File: src/rtl/complex_acc.sv
// Complex accumulator: sums acc_len consecutive complex products and holds the sum on a valid/ready output.
// Optional macro COMPLEX_ACC_SAT_EN selects per-part saturation with a sticky acc_ovf flag (default: wrap, acc_ovf=0).
module complex_acc #(
  parameter int RES_WIDTH = 17,
  parameter int ACC_WIDTH = 24,
  parameter int CNT_WIDTH = 8
) (
  input  logic                        clk,
  input  logic                        rst,
  input  logic                        sw_rst,
  input  logic        [CNT_WIDTH-1:0] acc_len,
  input  logic                        res_val,
  output logic                        res_ready,
  input  logic signed [RES_WIDTH-1:0] res_re,
  input  logic signed [RES_WIDTH-1:0] res_im,
  output logic                        acc_val,
  input  logic                        acc_ready,
  output logic signed [ACC_WIDTH-1:0] acc_re,
  output logic signed [ACC_WIDTH-1:0] acc_im,
  output logic                        acc_ovf
);

  localparam logic [1:0] S_IDLE  = 2'd0;
  localparam logic [1:0] S_ACCUM = 2'd1;
  localparam logic [1:0] S_HOLD  = 2'd2;

  logic [1:0]                  state_q, state_d;
  logic                        res_ready_q, res_ready_d;
  logic                        acc_val_q, acc_val_d;
  logic signed [ACC_WIDTH-1:0] re_q, re_d, im_q, im_d;
  logic        [CNT_WIDTH-1:0] cnt_q, cnt_d, len_q, len_d, cnt_inc;
  logic signed [ACC_WIDTH-1:0] smp_re, smp_im;
  logic                        beat;

  function automatic logic signed [ACC_WIDTH-1:0] sext(input logic signed [RES_WIDTH-1:0] x);
    return ACC_WIDTH'(x);
  endfunction

`ifdef COMPLEX_ACC_SAT_EN
  logic ovf_q, ovf_d;

  function automatic logic ovf_chk(input logic signed [ACC_WIDTH-1:0] a,
                                   input logic signed [ACC_WIDTH-1:0] b);
    logic signed [ACC_WIDTH:0] s;
    s = {a[ACC_WIDTH-1], a} + {b[ACC_WIDTH-1], b};
    return s[ACC_WIDTH] ^ s[ACC_WIDTH-1];
  endfunction

  // One guard bit is enough: the sign of the wide sum picks the clamp direction.
  function automatic logic signed [ACC_WIDTH-1:0] add_part(input logic signed [ACC_WIDTH-1:0] a,
                                                           input logic signed [ACC_WIDTH-1:0] b);
    logic signed [ACC_WIDTH:0] s;
    s = {a[ACC_WIDTH-1], a} + {b[ACC_WIDTH-1], b};
    if (s[ACC_WIDTH] != s[ACC_WIDTH-1])
      return s[ACC_WIDTH] ? {1'b1, {(ACC_WIDTH-1){1'b0}}} : {1'b0, {(ACC_WIDTH-1){1'b1}}};
    return s[ACC_WIDTH-1:0];
  endfunction
`else
  function automatic logic signed [ACC_WIDTH-1:0] add_part(input logic signed [ACC_WIDTH-1:0] a,
                                                           input logic signed [ACC_WIDTH-1:0] b);
    return a + b;
  endfunction
`endif

  assign beat    = res_val && res_ready_q;
  assign smp_re  = sext(res_re);
  assign smp_im  = sext(res_im);
  assign cnt_inc = cnt_q + CNT_WIDTH'(1);

  always_comb begin
    state_d     = state_q;
    res_ready_d = res_ready_q;
    acc_val_d   = acc_val_q;
    re_d        = re_q;
    im_d        = im_q;
    cnt_d       = cnt_q;
    len_d       = len_q;
`ifdef COMPLEX_ACC_SAT_EN
    ovf_d       = ovf_q;
`endif
    case (state_q)
      S_IDLE: begin
        if (beat) begin
          len_d = (acc_len == '0) ? CNT_WIDTH'(1) : acc_len;
          re_d  = smp_re;
          im_d  = smp_im;
          cnt_d = CNT_WIDTH'(1);
          if (acc_len <= CNT_WIDTH'(1)) begin
            state_d     = S_HOLD;
            res_ready_d = 1'b0;
            acc_val_d   = 1'b1;
          end else begin
            state_d = S_ACCUM;
          end
        end
      end
      S_ACCUM: begin
        if (beat) begin
          re_d  = add_part(re_q, smp_re);
          im_d  = add_part(im_q, smp_im);
`ifdef COMPLEX_ACC_SAT_EN
          ovf_d = ovf_q | ovf_chk(re_q, smp_re) | ovf_chk(im_q, smp_im);
`endif
          cnt_d = cnt_inc;
          if (cnt_inc == len_q) begin
            state_d     = S_HOLD;
            res_ready_d = 1'b0;
            acc_val_d   = 1'b1;
          end
        end
      end
      S_HOLD: begin
        if (acc_ready) begin
          state_d     = S_IDLE;
          res_ready_d = 1'b1;
          acc_val_d   = 1'b0;
          re_d        = '0;
          im_d        = '0;
          cnt_d       = '0;
`ifdef COMPLEX_ACC_SAT_EN
          ovf_d       = 1'b0;
`endif
        end
      end
      default: state_d = S_IDLE;
    endcase
    // Software reset overrides any handshake seen in the same cycle.
    if (sw_rst) begin
      state_d     = S_IDLE;
      res_ready_d = 1'b1;
      acc_val_d   = 1'b0;
      re_d        = '0;
      im_d        = '0;
      cnt_d       = '0;
      len_d       = '0;
`ifdef COMPLEX_ACC_SAT_EN
      ovf_d       = 1'b0;
`endif
    end
  end

  always_ff @(posedge clk or posedge rst) begin
    if (rst) begin
      state_q     <= S_IDLE;
      res_ready_q <= 1'b1;
      acc_val_q   <= 1'b0;
      re_q        <= '0;
      im_q        <= '0;
      cnt_q       <= '0;
      len_q       <= '0;
    end else begin
      state_q     <= state_d;
      res_ready_q <= res_ready_d;
      acc_val_q   <= acc_val_d;
      re_q        <= re_d;
      im_q        <= im_d;
      cnt_q       <= cnt_d;
      len_q       <= len_d;
    end
  end

`ifdef COMPLEX_ACC_SAT_EN
  always_ff @(posedge clk or posedge rst) begin
    if (rst) ovf_q <= 1'b0;
    else     ovf_q <= ovf_d;
  end
  assign acc_ovf = ovf_q;
`else
  assign acc_ovf = 1'b0;
`endif

  assign res_ready = res_ready_q;
  assign acc_val   = acc_val_q;
  assign acc_re    = re_q;
  assign acc_im    = im_q;

endmodule

File: config.mk
export PLATFORM = sky130hd
export DESIGN_NAME = complex_acc
export DESIGN_NICKNAME = d
export VERILOG_FILES = /design/src/rtl/complex_acc.sv
export SDC_FILE = /design/constraint.sdc
export NUM_CORES = 1
export LEC_CHECK = 0
export ABC_AREA = 1
export CAP_MARGIN = 20
export CORE_MARGIN = 8
export CORE_UTILIZATION = 41
export CTS_BUF_LIST = sky130_fd_sc_hd__clkbuf_16
export CTS_CLUSTER_SIZE = 16
export DETAILED_ROUTE_END_ITERATION = 10
export HOLD_SLACK_MARGIN = 0.06
export PLACE_DENSITY_LB_ADDON = 0.1
export SLEW_MARGIN = 10
export SYNTH_ARGS = -nofsm -noshare
export SYNTH_HDL_FRONTEND = slang
export SYNTH_SLANG_ARGS = --single-unit
export TNS_END_PERCENT = 10
File: constraint.sdc
create_clock -name clk -period 6.75 [get_ports clk]
set_clock_uncertainty 0.2 [all_clocks]
set_input_delay 1.6875 -clock clk [delete_from_list [all_inputs] [get_ports clk]]
set_output_delay 1.6875 -clock clk [all_outputs]
set_load 0.01 [all_outputs]
Yosys cells after proc, flatten, opt, wreduce, memory -nomap -nowiden
Index checks and enable logic that the tools add are counted.
{"block": "op_classes", "mux": 39, "magnitude_cmp": 1, "eq_ne": 8, "reduce_logical": 10, "addsub": 3}
{"op": "24-bit two-way mux", "count": 7}
{"op": "24-bit case mux with 3 select lines", "count": 2}
{"op": "8-bit two-way mux", "count": 8}
{"op": "24-bit by 17-bit adder with 24-bit output", "count": 2}
{"op": "8-bit case mux with 3 select lines", "count": 1}
{"op": "3-bit inequality test (second input constant)", "count": 5}
{"op": "1-bit two-way mux", "count": 12}
{"op": "2-bit two-way mux", "count": 6}
{"op": "8-bit by 1-bit adder with 8-bit output (second input constant)", "count": 1}
{"op": "8-bit equality test", "count": 1}
{"op": "8-bit by 1-bit less-or-equal comparator with 1-bit output (second input constant)", "count": 1}
{"op": "8-bit logical NOT", "count": 1}
{"op": "4-bit AND reduction", "count": 2}
{"op": "1-bit case mux with 3 select lines", "count": 2}
{"op": "2-bit case mux with 3 select lines", "count": 1}
{"op": "6-bit AND reduction", "count": 1}
{"op": "2-bit nonzero test", "count": 2}
{"op": "4-bit nonzero test", "count": 1}
{"op": "2-bit by 1-bit equality test with 1-bit output (second input constant)", "count": 1}
{"op": "2-bit equality test (second input constant)", "count": 1}
{"op": "2-bit logical NOT", "count": 1}
{"op": "2-bit AND reduction", "count": 1}
{"op": "1-bit logical AND", "count": 1}
{"block": "word_totals", "register_bits": 68, "in_bits": 47, "wordCells": 68}

Logic depth before layout (Yosys ltp)
{"block": "logic_depth", "ltp_word": 6, "mapped_depth": 14, "ltp_nobuf": 14}

Worst setup path after synthesis
OpenSTA, ideal clock, no wires.
{"block": "synth_timing", "path_kind": "input -> register", "start": "input res_im[0]", "end": "register im_q[12] (netlist: acc_im[12])", "path_slack_ps": 3369, "t_arrival_ps": 3095, "required_ps": 6463, "n_path_buf": 0, "setup_ps": 87, "stages": 9, "cell_sequence": "ha_1 -> fa_1 -> nand3_1 -> nand3_1 -> a21oi_1 -> o21ai_0 -> nand2_1 -> nand2_1 -> o211ai_1"}
{"block": "synth_via", "elab_chain_len": 4}
{"item": "start: declaration", "line_no": "15", "rtl": "input logic signed [RES_WIDTH-1:0] res_im,"}
{"item": "24-bit by 17-bit adder with 24-bit output", "line_no": "61", "rtl": "return a + b;"}
{"item": "24-bit two-way mux", "line_no": "98", "rtl": "if (beat) begin"}
{"item": "24-bit case mux with 3 select lines", "line_no": "81", "rtl": "case (state_q)"}
{"item": "24-bit two-way mux", "line_no": "128", "rtl": "if (sw_rst) begin"}
{"item": "end signal: assignment", "line_no": "156", "rtl": "im_q <= im_d;"}
{"item": "end: declaration", "line_no": "30", "rtl": "logic signed [ACC_WIDTH-1:0] re_q, re_d, im_q, im_d;"}
No other way between the ends. The select of a mux whose other input is x is not followed.
A chain may end at the register's enable or synchronous reset.

Worst setup path in the final report
{"block": "layout_timing", "start": "input sw_rst", "end": "register im_q[14] (netlist: acc_im[14])"}
{"block": "layout_via", "elab_chain_len": 2}
{"item": "start: declaration", "line_no": "10", "rtl": "input logic sw_rst,"}
{"item": "3-bit inequality test (no line) / 4-bit nonzero test (equally long branches)"}
{"item": "4-bit AND reduction (no line)"}
Several ways; a longest one is shown, not always the timed one.

==> flow_summary.toml <==
[cells_and_area]
fill_cells = 1747
syn2layout_area_growth_pct = 21.56
regArea_um2 = 1703
diodes = 0
drive_gt1_share_pct = 3.404
final_net_count = 1328
mostFrequentLayoutCells = "nand2_1, inv_1, nand3_1"
multi_input_area_um2 = 4325
final_common_cell = "nand2_1"

[pwr]
netSwitchingPower_mw = 1.695
leakage_nw = 4.495
p_comb_share_pct = 64.2
pwr-share-seq_pct = 20.6
p_per_area_nw_per_um2 = 409.8
ir_worst_vdd_mv = 0.1583
p_clk_share_pct = 15.3
switching_share_pct = 49.69
p_int_mw = 1.716

[clocking]
numCtsBuffers = 9
clk_pin_slew_worst_paths_ns = 0.06
clkLatencyLatePin_ns = 0.35
post_cts_buffers = 0
cts_htree_levels = 3
cts_root_buf = "clkbuf_16"
clock-sinks = 68
cts_tree = "yes"
clock_path_buffers = 2
cts_hold_buf = 0
ctsResizeCount = 0

[synth]
ys_seq_area_share_pct = 24.87
syn_inst = 1138
yosys.area_share.adder_pct = 9.720
synth_cell_types = 38
ys_warn_count = 0
synthMuxAreaShare_pct = 0
synth-simple-area-share_pct = 43.72
synth.avg_cell_area_um2 = 6.017
synth_top_family_by_area = "simple AND/OR/NAND/NOR gates"
synthesis.nets = 1237
synth_xor_area_share_pct = 1.407
synthesis.area_um2 = 6848
synth-compound-area-share_pct = 8.259
synth_seq_cells = 68

[critical_path]
r2r_slack_ns = 3.27
crit_arrival_ns = 4.65
crit_chain = "clkdlybuf4s50_1, nor2_1, nand2_2, a21boi_4, nand2_4, nor2_8, nand2_4, a21oi_1, o21ai_1, nand3_1"
cp_slowest_cell = "clkdlybuf4s50_1"
crit_buf_inv = 1
path_class = "in -> reg"
required_ns = 6.83
crit_path_frequent_cell = "nand2_4"
critical-path-top-delay-family = "simple AND/OR/NAND/NOR gates"
cpPeakStageDelay_ns = 0.80
worstPathMaxFanout = 51
startpoint_type = "primary input"
crit_path_end_kind = "flip-flop"

[grt]
first_global_vias = 7217
antenna_found_initial = 0
gr-total-overflow = 0
grt_usage_pct = 20.16
grt_first_pass_wirelength_mm = 35.10
grt_max_degree = 52

[timing]
hold_viol_final = 0
period_needed_ns = 4.566
setup_viol = 0
rsz0062_at_grt = "false"
max_slew_margin_pct = 37.08
period_share_pct = 67.65
drv_slew = 0
holdWs_ns = 0.2670
tns_ns = 0
worst_pin_slew_ns = 0.9438
max_freq_mhz = 219.0

[route]
via_per_inst = 5.010
vias = 7285
wire_per_inst_um = 14.49
first_pass_iters = 5
drc = 0
antenna_left = 0
drt_iter0_markers = 414
wirelength_mm = 21.07

[placement]
place_hpwl_mm = 16.40
gp_congestion = 0.9351
port-buffer-count = 96

[flow_run]
maxCapViolations = 0

[floorplan]
ios = 98
die-area_um2 = 21090
initial_utilization_pct = 41.59
num_rows = 47
coreArea_um2 = 16470
dieWidth_um = 145.2
fp.dieH_um = 145.2

[hold_path]
min_path_type = "reg -> reg"

[outcome]
status = "finished, final reports clean"
==> path summary, 6_finish.rpt <==
| check | cells past startpoint | end | startpoint |
|---|---|---|---|
| setup / recovery | 10 | acc_im[14] | sw_rst |
| hold / removal | 2 | acc_val | acc_val |
| setup reg to reg | 10 | acc_im[14] | state_q[0] |
| hold reg to reg | 2 | acc_val | acc_val |
| max in group asynchronous | 4 | acc_re[21] | rst |
| min in group asynchronous | 2 | acc_im[0] | rst |
==> power groups by stage <==
| stage | registers [mW] | clock network, mW | logic [mW] |
|---|---|---|---|
| 3_5_place_dp | 0.706 | 0 | 2.19 |
| 6_report | 0.702 | 0.521 | 2.19 |
| 2_1_floorplan | 0.729 | 0 | 1.43 |
| 4_1_cts | 0.702 | 0.528 | 2.20 |
| 3_3_place_gp | 0.708 | 0 | 2.16 |
| 5_1_grt | 0.722 | 0.546 | 2.47 |
==> cells by family after synthesis <==
kind of cell / Yosys count
other cells: 1
xor+xnor: 11
fa+ha+maj: 52
flops: 68
buf+inv: 204
simple gates: 716
compound gates: 86
==> cell usage after synthesis <==
master,number,area share [%]
nand2_1,467,26
inv_1,184,10
nand3_1,120,8.8
nor2_1,93,5.1
dfrtp_1,67,24
ha_1,50,9.1
a21oi_1,32,2.3
o21ai_0,15,1.1
nand4_1,13,1.2
o211ai_1,11,1.2
o22ai_1,10,0.91
o211ai_2,9,1.6
xnor2_1,7,0.90
buf_4,5,0.55
nand3b_1,5,0.55
nor3_1,5,0.37
buf_2,4,0.29
buf_6,4,0.66
clkbuf_1,4,0.22
o21ai_1,4,0.29
xor2_1,4,0.51
nand2_4,3,0.49
nor2_8,3,0.88
buf_1,2,0.11
fa_1,2,0.58
nand2_2,2,0.18
nor2_2,2,0.18
a21boi_4,1,0.27
a21oi_2,1,0.13
conb_1,1,0.055
dfstp_2,1,0.38
inv_2,1,0.055
nor3_4,1,0.24
nor4_1,1,0.091
o21a_1,1,0.11
o221ai_1,1,0.13
o41ai_1,1,0.13
or2_2,1,0.091
==> tightest hold or removal path, cell delays in order (launching register included) <==
cell,delay (ns)
dfrtp_1,0.34
nand2_1,0.05
nand2_1,0.05
==> sequential cells by signal, summed over array words and instances, names as in the netlist <==
| register | cells |
|---|---|
| acc_im | 24 |
| acc_re | 24 |
| cnt_q | 8 |
| len_q | 8 |
| state_q | 2 |
| acc_val | 1 |
| res_ready | 1 |
==> stage by stage <==
step | total power [mW] | instances | util, % | area (um^2) | setup WS (ns)
after floorplan | 2.159 | 1138 | - | 6848 | 3.153
after global placement | 2.864 | 1436 | 48.38 | 7966 | 1.887
after detailed placement | 2.894 | 1437 | 48.55 | 7994 | 1.857
after CTS | 3.430 | 1453 | 50.43 | 8304 | 2.206
after global routing | 3.743 | 1454 | 50.55 | 8324 | 1.894
final | 3.412 | 1454 | 50.55 | 8324 | 2.184
==> layout make-up <==
cell class / instances / area share [%]
clock inverters: 7 / 1.022
multi-input cells: 866 / 51.96
clock buffers: 9 / 2.706
flip-flops and latches: 68 / 20.46
well taps: 220 / 3.307
repair buffers: 99 / 12.20
inverters: 185 / 8.342
==> per-layer routing <==
metal	wire length, um	up-vias	GRT usage, %	share of wire, %
met3	718	29	2.954	3.4
met1	9793	3341	25.13	46
met5	0	-	0	0
met2	10140	146	34.84	48
li1	-	3769	-	-
met4	420	0	6.976	2.0
(Power assumes the default switching activity.)
